**src/rtl/aes_pkg.sv**
```systemverilog
// Shared types for the AES-128 CTR-mode stream controller and its sub-blocks.
package aes_pkg;
    localparam int BLOCK_W = 128;

    typedef logic [BLOCK_W-1:0] block_t;

    typedef enum logic [1:0] {
        IDLE,
        REQ,
        WAIT,
        HAVE_KS
    } ctr_state_e;
endpackage

```
**src/rtl/aes_ctr_ctrl_if.sv**
```systemverilog
// Core-side request/completion signals plus the valid/ready data streams of the CTR controller.
interface aes_ctr_ctrl_if;
    import aes_pkg::*;

    logic   aes_encrypt_o;
    block_t aes_block_o;
    logic   aes_busy_i;
    logic   aes_done_i;
    block_t aes_result_i;

    logic   in_valid_i;
    logic   in_ready_o;
    block_t in_data_i;
    logic   in_last_i;

    logic   out_valid_o;
    logic   out_ready_i;
    block_t out_data_o;
    logic   out_last_o;

    // master is the controller's view; slave is the core plus stream endpoints
    modport master (
        output aes_encrypt_o, aes_block_o, in_ready_o, out_valid_o, out_data_o, out_last_o,
        input  aes_busy_i, aes_done_i, aes_result_i, in_valid_i, in_data_i, in_last_i,
               out_ready_i
    );

    modport slave (
        input  aes_encrypt_o, aes_block_o, in_ready_o, out_valid_o, out_data_o, out_last_o,
        output aes_busy_i, aes_done_i, aes_result_i, in_valid_i, in_data_i, in_last_i,
               out_ready_i
    );
endinterface

```
**src/rtl/aes_ctr_inc.sv**
```systemverilog
// Increment of the low counter field; the carry-out marks the roll from all-ones to zero.
module aes_ctr_inc #(
    parameter int COUNTER_W = 32
) (
    input  logic [COUNTER_W-1:0] i_val,
    output logic [COUNTER_W-1:0] o_val,
    output logic                 o_carry
);
    assign {o_carry, o_val} = {1'b0, i_val} + {{COUNTER_W{1'b0}}, 1'b1};
endmodule

```
**src/rtl/aes_ctr_ctrl.sv**
```systemverilog
// CTR-mode controller: fetches one keystream block per data beat from the AES core and
// XORs it into a valid/ready stream (same path for encrypt and decrypt).
module aes_ctr_ctrl
    import aes_pkg::*;
#(
    parameter int COUNTER_W = 32
) (
    input  logic   clk,
    input  logic   rst,
    input  logic   start_i,
    input  block_t iv_i,
    input  logic   key_ready_i,
    output logic   busy_o,
    output logic   ctr_wrap_o,
    aes_ctr_ctrl_if.master bus
);
    ctr_state_e r_state;
    block_t     r_ctr;
    block_t     r_ks;
    block_t     r_outData;
    logic       r_encrypt;
    logic       r_outValid;
    logic       r_outLast;
    logic       r_wrap;

    logic [COUNTER_W-1:0] w_ctrLowNext;
    logic                 w_carry;
    block_t               w_ctrNext;
    logic                 w_inReady;
    logic                 w_inFire;

    aes_ctr_inc #(.COUNTER_W(COUNTER_W)) u_inc (
        .i_val   (r_ctr[COUNTER_W-1:0]),
        .o_val   (w_ctrLowNext),
        .o_carry (w_carry)
    );

    // Only the low field advances; the nonce part above it is never touched.
    generate
        if (COUNTER_W < BLOCK_W) begin : g_partial
            assign w_ctrNext = {r_ctr[BLOCK_W-1:COUNTER_W], w_ctrLowNext};
        end else begin : g_full
            assign w_ctrNext = w_ctrLowNext;
        end
    endgenerate

    assign w_inReady = (r_state == HAVE_KS) && (!r_outValid || bus.out_ready_i);
    assign w_inFire  = w_inReady && bus.in_valid_i;

    always_ff @(posedge clk) begin
        if (rst) begin
            r_state    <= IDLE;
            r_ctr      <= '0;
            r_ks       <= '0;
            r_outData  <= '0;
            r_encrypt  <= 1'b0;
            r_outValid <= 1'b0;
            r_outLast  <= 1'b0;
            r_wrap     <= 1'b0;
        end else begin
            r_encrypt <= 1'b0;
            if (r_outValid && bus.out_ready_i) begin
                r_outValid <= 1'b0;
            end
            case (r_state)
                IDLE: begin
                    if (start_i) begin
                        r_ctr   <= iv_i;
                        r_wrap  <= 1'b0;
                        r_state <= REQ;
                    end
                end
                REQ: begin
                    if (key_ready_i && !bus.aes_busy_i) begin
                        r_encrypt <= 1'b1;
                        r_state   <= WAIT;
                    end
                end
                WAIT: begin
                    if (bus.aes_done_i) begin
                        r_ks    <= bus.aes_result_i;
                        r_ctr   <= w_ctrNext;
                        r_state <= HAVE_KS;
                        if (w_carry) begin
                            r_wrap <= 1'b1;
                        end
                    end
                end
                HAVE_KS: begin
                    // A beat may load while the previous one leaves (pass-through on ready).
                    if (w_inFire) begin
                        r_outData  <= bus.in_data_i ^ r_ks;
                        r_outLast  <= bus.in_last_i;
                        r_outValid <= 1'b1;
                        r_state    <= bus.in_last_i ? IDLE : REQ;
                    end
                end
                default: r_state <= IDLE;
            endcase
        end
    end

    assign bus.aes_encrypt_o = r_encrypt;
    assign bus.aes_block_o   = r_ctr;
    assign bus.in_ready_o    = w_inReady;
    assign bus.out_valid_o   = r_outValid;
    assign bus.out_data_o    = r_outData;
    assign bus.out_last_o    = r_outLast;
    assign busy_o            = (r_state != IDLE);
    assign ctr_wrap_o        = r_wrap;
endmodule

```
**src/flat_wrapper.sv**
```systemverilog
// flat-port wrapper written by rule: the top's interface ports become plain ports
module aes_ctr_ctrl_flat import aes_pkg::*;
#(
    parameter int COUNTER_W = 32
)
  (clk, rst, start_i, iv_i, key_ready_i, busy_o, ctr_wrap_o, bus_aes_encrypt_o, bus_aes_block_o, bus_in_ready_o, bus_out_valid_o, bus_out_data_o, bus_out_last_o, bus_aes_busy_i, bus_aes_done_i, bus_aes_result_i, bus_in_valid_i, bus_in_data_i, bus_in_last_i, bus_out_ready_i);
  aes_ctr_ctrl_if bus_i ();
  input  logic clk;
  input  logic rst;
  input  logic start_i;
  input  block_t iv_i;
  input  logic key_ready_i;
  output logic busy_o;
  output logic ctr_wrap_o;
  output wire logic [$bits(bus_i.aes_encrypt_o)-1:0] bus_aes_encrypt_o;
  output wire logic [$bits(bus_i.aes_block_o)-1:0] bus_aes_block_o;
  output wire logic [$bits(bus_i.in_ready_o)-1:0] bus_in_ready_o;
  output wire logic [$bits(bus_i.out_valid_o)-1:0] bus_out_valid_o;
  output wire logic [$bits(bus_i.out_data_o)-1:0] bus_out_data_o;
  output wire logic [$bits(bus_i.out_last_o)-1:0] bus_out_last_o;
  input wire logic [$bits(bus_i.aes_busy_i)-1:0] bus_aes_busy_i;
  input wire logic [$bits(bus_i.aes_done_i)-1:0] bus_aes_done_i;
  input wire logic [$bits(bus_i.aes_result_i)-1:0] bus_aes_result_i;
  input wire logic [$bits(bus_i.in_valid_i)-1:0] bus_in_valid_i;
  input wire logic [$bits(bus_i.in_data_i)-1:0] bus_in_data_i;
  input wire logic [$bits(bus_i.in_last_i)-1:0] bus_in_last_i;
  input wire logic [$bits(bus_i.out_ready_i)-1:0] bus_out_ready_i;
  assign bus_aes_encrypt_o = bus_i.aes_encrypt_o;
  assign bus_aes_block_o = bus_i.aes_block_o;
  assign bus_in_ready_o = bus_i.in_ready_o;
  assign bus_out_valid_o = bus_i.out_valid_o;
  assign bus_out_data_o = bus_i.out_data_o;
  assign bus_out_last_o = bus_i.out_last_o;
  assign bus_i.aes_busy_i = bus_aes_busy_i;
  assign bus_i.aes_done_i = bus_aes_done_i;
  assign bus_i.aes_result_i = bus_aes_result_i;
  assign bus_i.in_valid_i = bus_in_valid_i;
  assign bus_i.in_data_i = bus_in_data_i;
  assign bus_i.in_last_i = bus_in_last_i;
  assign bus_i.out_ready_i = bus_out_ready_i;
  aes_ctr_ctrl #(.COUNTER_W(COUNTER_W)) u_core (.clk(clk), .rst(rst), .start_i(start_i), .iv_i(iv_i), .key_ready_i(key_ready_i), .busy_o(busy_o), .ctr_wrap_o(ctr_wrap_o), .bus(bus_i));
endmodule
```
**config.mk**
```make
export PLATFORM = sky130hd
export DESIGN_NAME = aes_ctr_ctrl_flat
export DESIGN_NICKNAME = d
export VERILOG_FILES = /design/src/rtl/aes_pkg.sv /design/src/rtl/aes_ctr_ctrl_if.sv /design/src/rtl/aes_ctr_inc.sv /design/src/rtl/aes_ctr_ctrl.sv /design/src/flat_wrapper.sv
export SDC_FILE = /design/constraint.sdc
export NUM_CORES = 1
export LEC_CHECK = 0
export CORE_AREA = 2 2 258 260
export CTS_BUF_LIST = sky130_fd_sc_hd__clkbuf_2 sky130_fd_sc_hd__clkbuf_4 sky130_fd_sc_hd__clkbuf_8
export DETAILED_ROUTE_END_ITERATION = 8
export DIE_AREA = 0 0 260 262
export GPL_ROUTABILITY_DRIVEN = 0
export PLACE_DENSITY = 0.58
export SLEW_MARGIN = 20
export SYNTH_ARGS = -nofsm -noshare
export SYNTH_HDL_FRONTEND = slang
export SYNTH_SLANG_ARGS = --single-unit
```
**constraint.sdc**
```tcl
create_clock -name clk -period 2.5 [get_ports clk]
set_input_delay 0.375 -clock clk [delete_from_list [all_inputs] [get_ports clk]]
set_output_delay 0.375 -clock clk [all_outputs]
set_load 0.02 [all_outputs]
```
==> impl_metrics.csv <==
group,metric,value,unit
outcome,status,"completed",
detailed_routing,drt_wl_total,59500,um
pwr,pwr_density_cell,890,nW/um^2
die,num_rows,94,
global_routing,antenna_found_initial,5,
synth,syn_area,15700,sq um
synth,synth_nets,2278,
detailed_routing,drc_errors,0,
timing,fin_ws,152,ps
finish,layout_commonest_cell,"clkdlybuf4s50_1",
clocking,cts_sinks,390,
synth,synth.yosys.warnings,0,
clocking,cts_buffers,75,
setup_path,ff2ff_setup_slack,300,ps
synth,postSynthAreaPerCell,8.38,sq um
clocking,cts_root_buf,"clkbuf_8",
detailed_routing,detail-route-antenna-nets,0,
min_path,hold_depth,2,
die,core_area,65300,sq um
detailed_routing,num_vias,15747,
timing,slew_headroom,0.430,
timing,rsz0062_at_grt,"no",
timing,hold_violations,0,
timing,setup_viol,0,
die,io_pins,655,
timing,max_freq,426,MHz
clocking,clock_latency,640,ps
global_routing,globalRouteMet1Util,0.196,
setup_path,worst_r2r_endpoint,"u_core.bus.aes_block_o[26]$_SDFFE_PP0P_",
detailed_routing,dr.pass1.iters,5,
global_routing,grt_usage,0.166,
clocking,cts_tree,"built",
global_routing,grtUsageMet2,0.273,
clocking,htreeDepth,3,
global_routing,grt_max_degree,143,
synth,async_flop_share,0,
placement,dp_hpwl,42600,um
setup_path,cp_max_fo,8,
clocking,cts_buffer_depth,3,
synth,ys_ff_latch,390,
clocking,post_cts_buffers,0,
timing,post-route-min-period,2350,ps
setup_path,timing.rr.start,"u_core.bus.aes_block_o[0]$_SDFFE_PP0P_",
synth,synth_edf_count,0,
clocking,hold_buffers,0,
pwr,ir_drop,0.547,mV
setup_path,critPathArrivalTime,1970,ps
flow_run,maxCapViolCount,0,
global_routing,gr-usage-met3,0.0556,
placement,dp_slack,227,ps
min_path,holdPathEnd,"u_core.bus.aes_block_o[6]$_SDFFE_PP0P_",
global_routing,grt_first_pass_wirelength,88900,um
synth,synth_flop_cell,"dfxtp_1",
timing,clock-skew-final,38.3,ps
min_path,min_from,"rst",
timing,report.final.slew_viol_count,0,
timing,setup_tns,0,ps
finish,final_net_count,2906,
finish,drive_gt1_frac,0.0741,
finish,areaGrowthSynthToFinish,58.0,%
die,die_w,260,um
global_routing,grt_pass1_vias,15354,
clocking,clk_pin_slew,50,ps
finish,multi_input_area,7320,sq um
global_routing,busiest_layer,"met2",
finish,fillers,6568,
setup_path,worst_ep_required_time,2120,ps
setup_path,start_kind,"flop",
finish,register_area,7810,sq um
placement,portBuffers,654,
setup_path,crit_type,"flop to primary output",
synth,synthDistinctLibCells,62,
detailed_routing,wl_per_cell,17.4,um
detailed_routing,viasPerCell,4.61,
pwr,power.leakage,8.70,nW
finish,final_cell_mix,"651 x clkdlybuf4s50_1, 390 x dfxtp_1, 292 x nand2_1",
die,die_area,68100,sq um
synth,synth_cells,1879,
min_path,hp-class,"input pin to flop",
detailed_routing,drt_iter0_drc,865,
timing,worst_slew_pin_slew,855,ps
setup_path,rr_worst_depth,6,
die,start_util,0.241,
global_routing,overflow,0,
die,die_h,262,um
timing,fin_crit_sh,0.939,
setup_path,end_kind,"primary output",
synth,yosysSeqAreaShare,0.496,
==> stage by stage <==
stage          std cells  total power [mW]  hold WS [ps]  cell area [sq um]  utilization
3_5_place_dp        3294              15.7           454              23300        0.357
3_3_place_gp        3294              15.5           449              23300        0.357
5_1_grt             3418              23.5          60.4              24900        0.381
4_1_cts             3415              22.4          20.7              24900        0.381
6_report            3419              22.1           110              24900        0.381
2_1_floorplan       1879              12.1           446              15700            -
==> power by group <==
group | internal [mW] | leakage (nW) | switching (mW)
sequential | 7.18 | 3.17 | 0.843
combinational | 3.43 | 4.74 | 4.11
clock | 3.82 | 0.801 | 2.76
total | 14.4 | 8.70 | 7.72
==> area by class of cell <==
type | instances | area share
Sequential cell | 390 | 0.314
Multi-Input combinational cell | 1327 | 0.294
Timing Repair Buffer | 699 | 0.284
Clock buffer | 112 | 0.0557
Tap cell | 864 | 0.0435
Clock inverter | 9 | 0.00548
Inverter | 14 | 0.00216
Antenna cell | 4 | 0.000402
==> worst max path at each step <==
stage | from | to | slack (ps) | cells past startpoint
2_1_floorplan | u_core.bus.aes_block_o[0]$_SDFFE_PP0P_ | u_core.bus.aes_block_o[26]$_SDFFE_PP0P_ | 280 | 7
3_3_place_gp | start_i | u_core.bus.aes_block_o[31]$_SDFFE_PP0P_ | 240 | 7
3_5_place_dp | u_core.bus.aes_block_o[0]$_SDFFE_PP0P_ | u_core.bus.aes_block_o[26]$_SDFFE_PP0P_ | 230 | 6
4_1_cts | u_core.r_state[1]$_SDFFE_PP0P_ | busy_o | 70 | 4
5_1_grt | u_core.r_state[1]$_SDFFE_PP0P_ | busy_o | 40 | 4
6_report | u_core.r_state[1]$_SDFFE_PP0P_ | busy_o | 150 | 4
==> routing by layer <==
metal,part of all wire,routed length (um)
met1,0.40,23700
met2,0.47,28300
met3,0.091,5390
met4,0.037,2210
met5,0,0
==> critical path, cell delays in order, from the launching register on <==
cell	delay (ps)
dfxtp_1	360
inv_1	120
ha_2	300
clkinv_2	180
dlygate4sd2_1	380
==> cell usage after synthesis (all sizes together) (16+ instances only) <==
master  instances  share of area
dfxtp         390           0.50
nand2         295          0.071
a21oi         257          0.082
nor2          246          0.059
clkbuf        132          0.033
a211oi        130          0.062
xnor2         128          0.071
and3          101          0.040
nand3          24         0.0084
o21ai          18         0.0057
buf            16         0.0052
==> timing repair <==
item,4_1_cts,5_1_grt
hold endpoints to repair,0,0
endpoints found under the setup margin,2,1
resized for setup,5,2
==> state kept, by name, indices dropped and copies added (netlist names) <==
name                      cells
u_core.r_state                2
u_core.bus.aes_encrypt_o      1
u_core.ctr_wrap_o             1
u_core.r_ks                 128
u_core.bus.out_valid_o        1
u_core.bus.out_last_o         1
u_core.bus.out_data_o       128
u_core.bus.aes_block_o      128
==> logic make-up (layout without fill, tap and decap cells) <==
family,count (synthesis),after routing,share of synthesized area
AND/OR/NAND/NOR,726,726,0.204
AO/OA/AOI/OAI,460,460,0.178
flip-flops,390,390,0.496
buffers and inverters,162,834,0.0414
XOR/XNOR,128,128,0.0712
multiplexers,7,7,0.00461
adder cells (fa/ha/maj),6,6,0.00477
other,0,4,0
(Power assumes the default switching activity.)
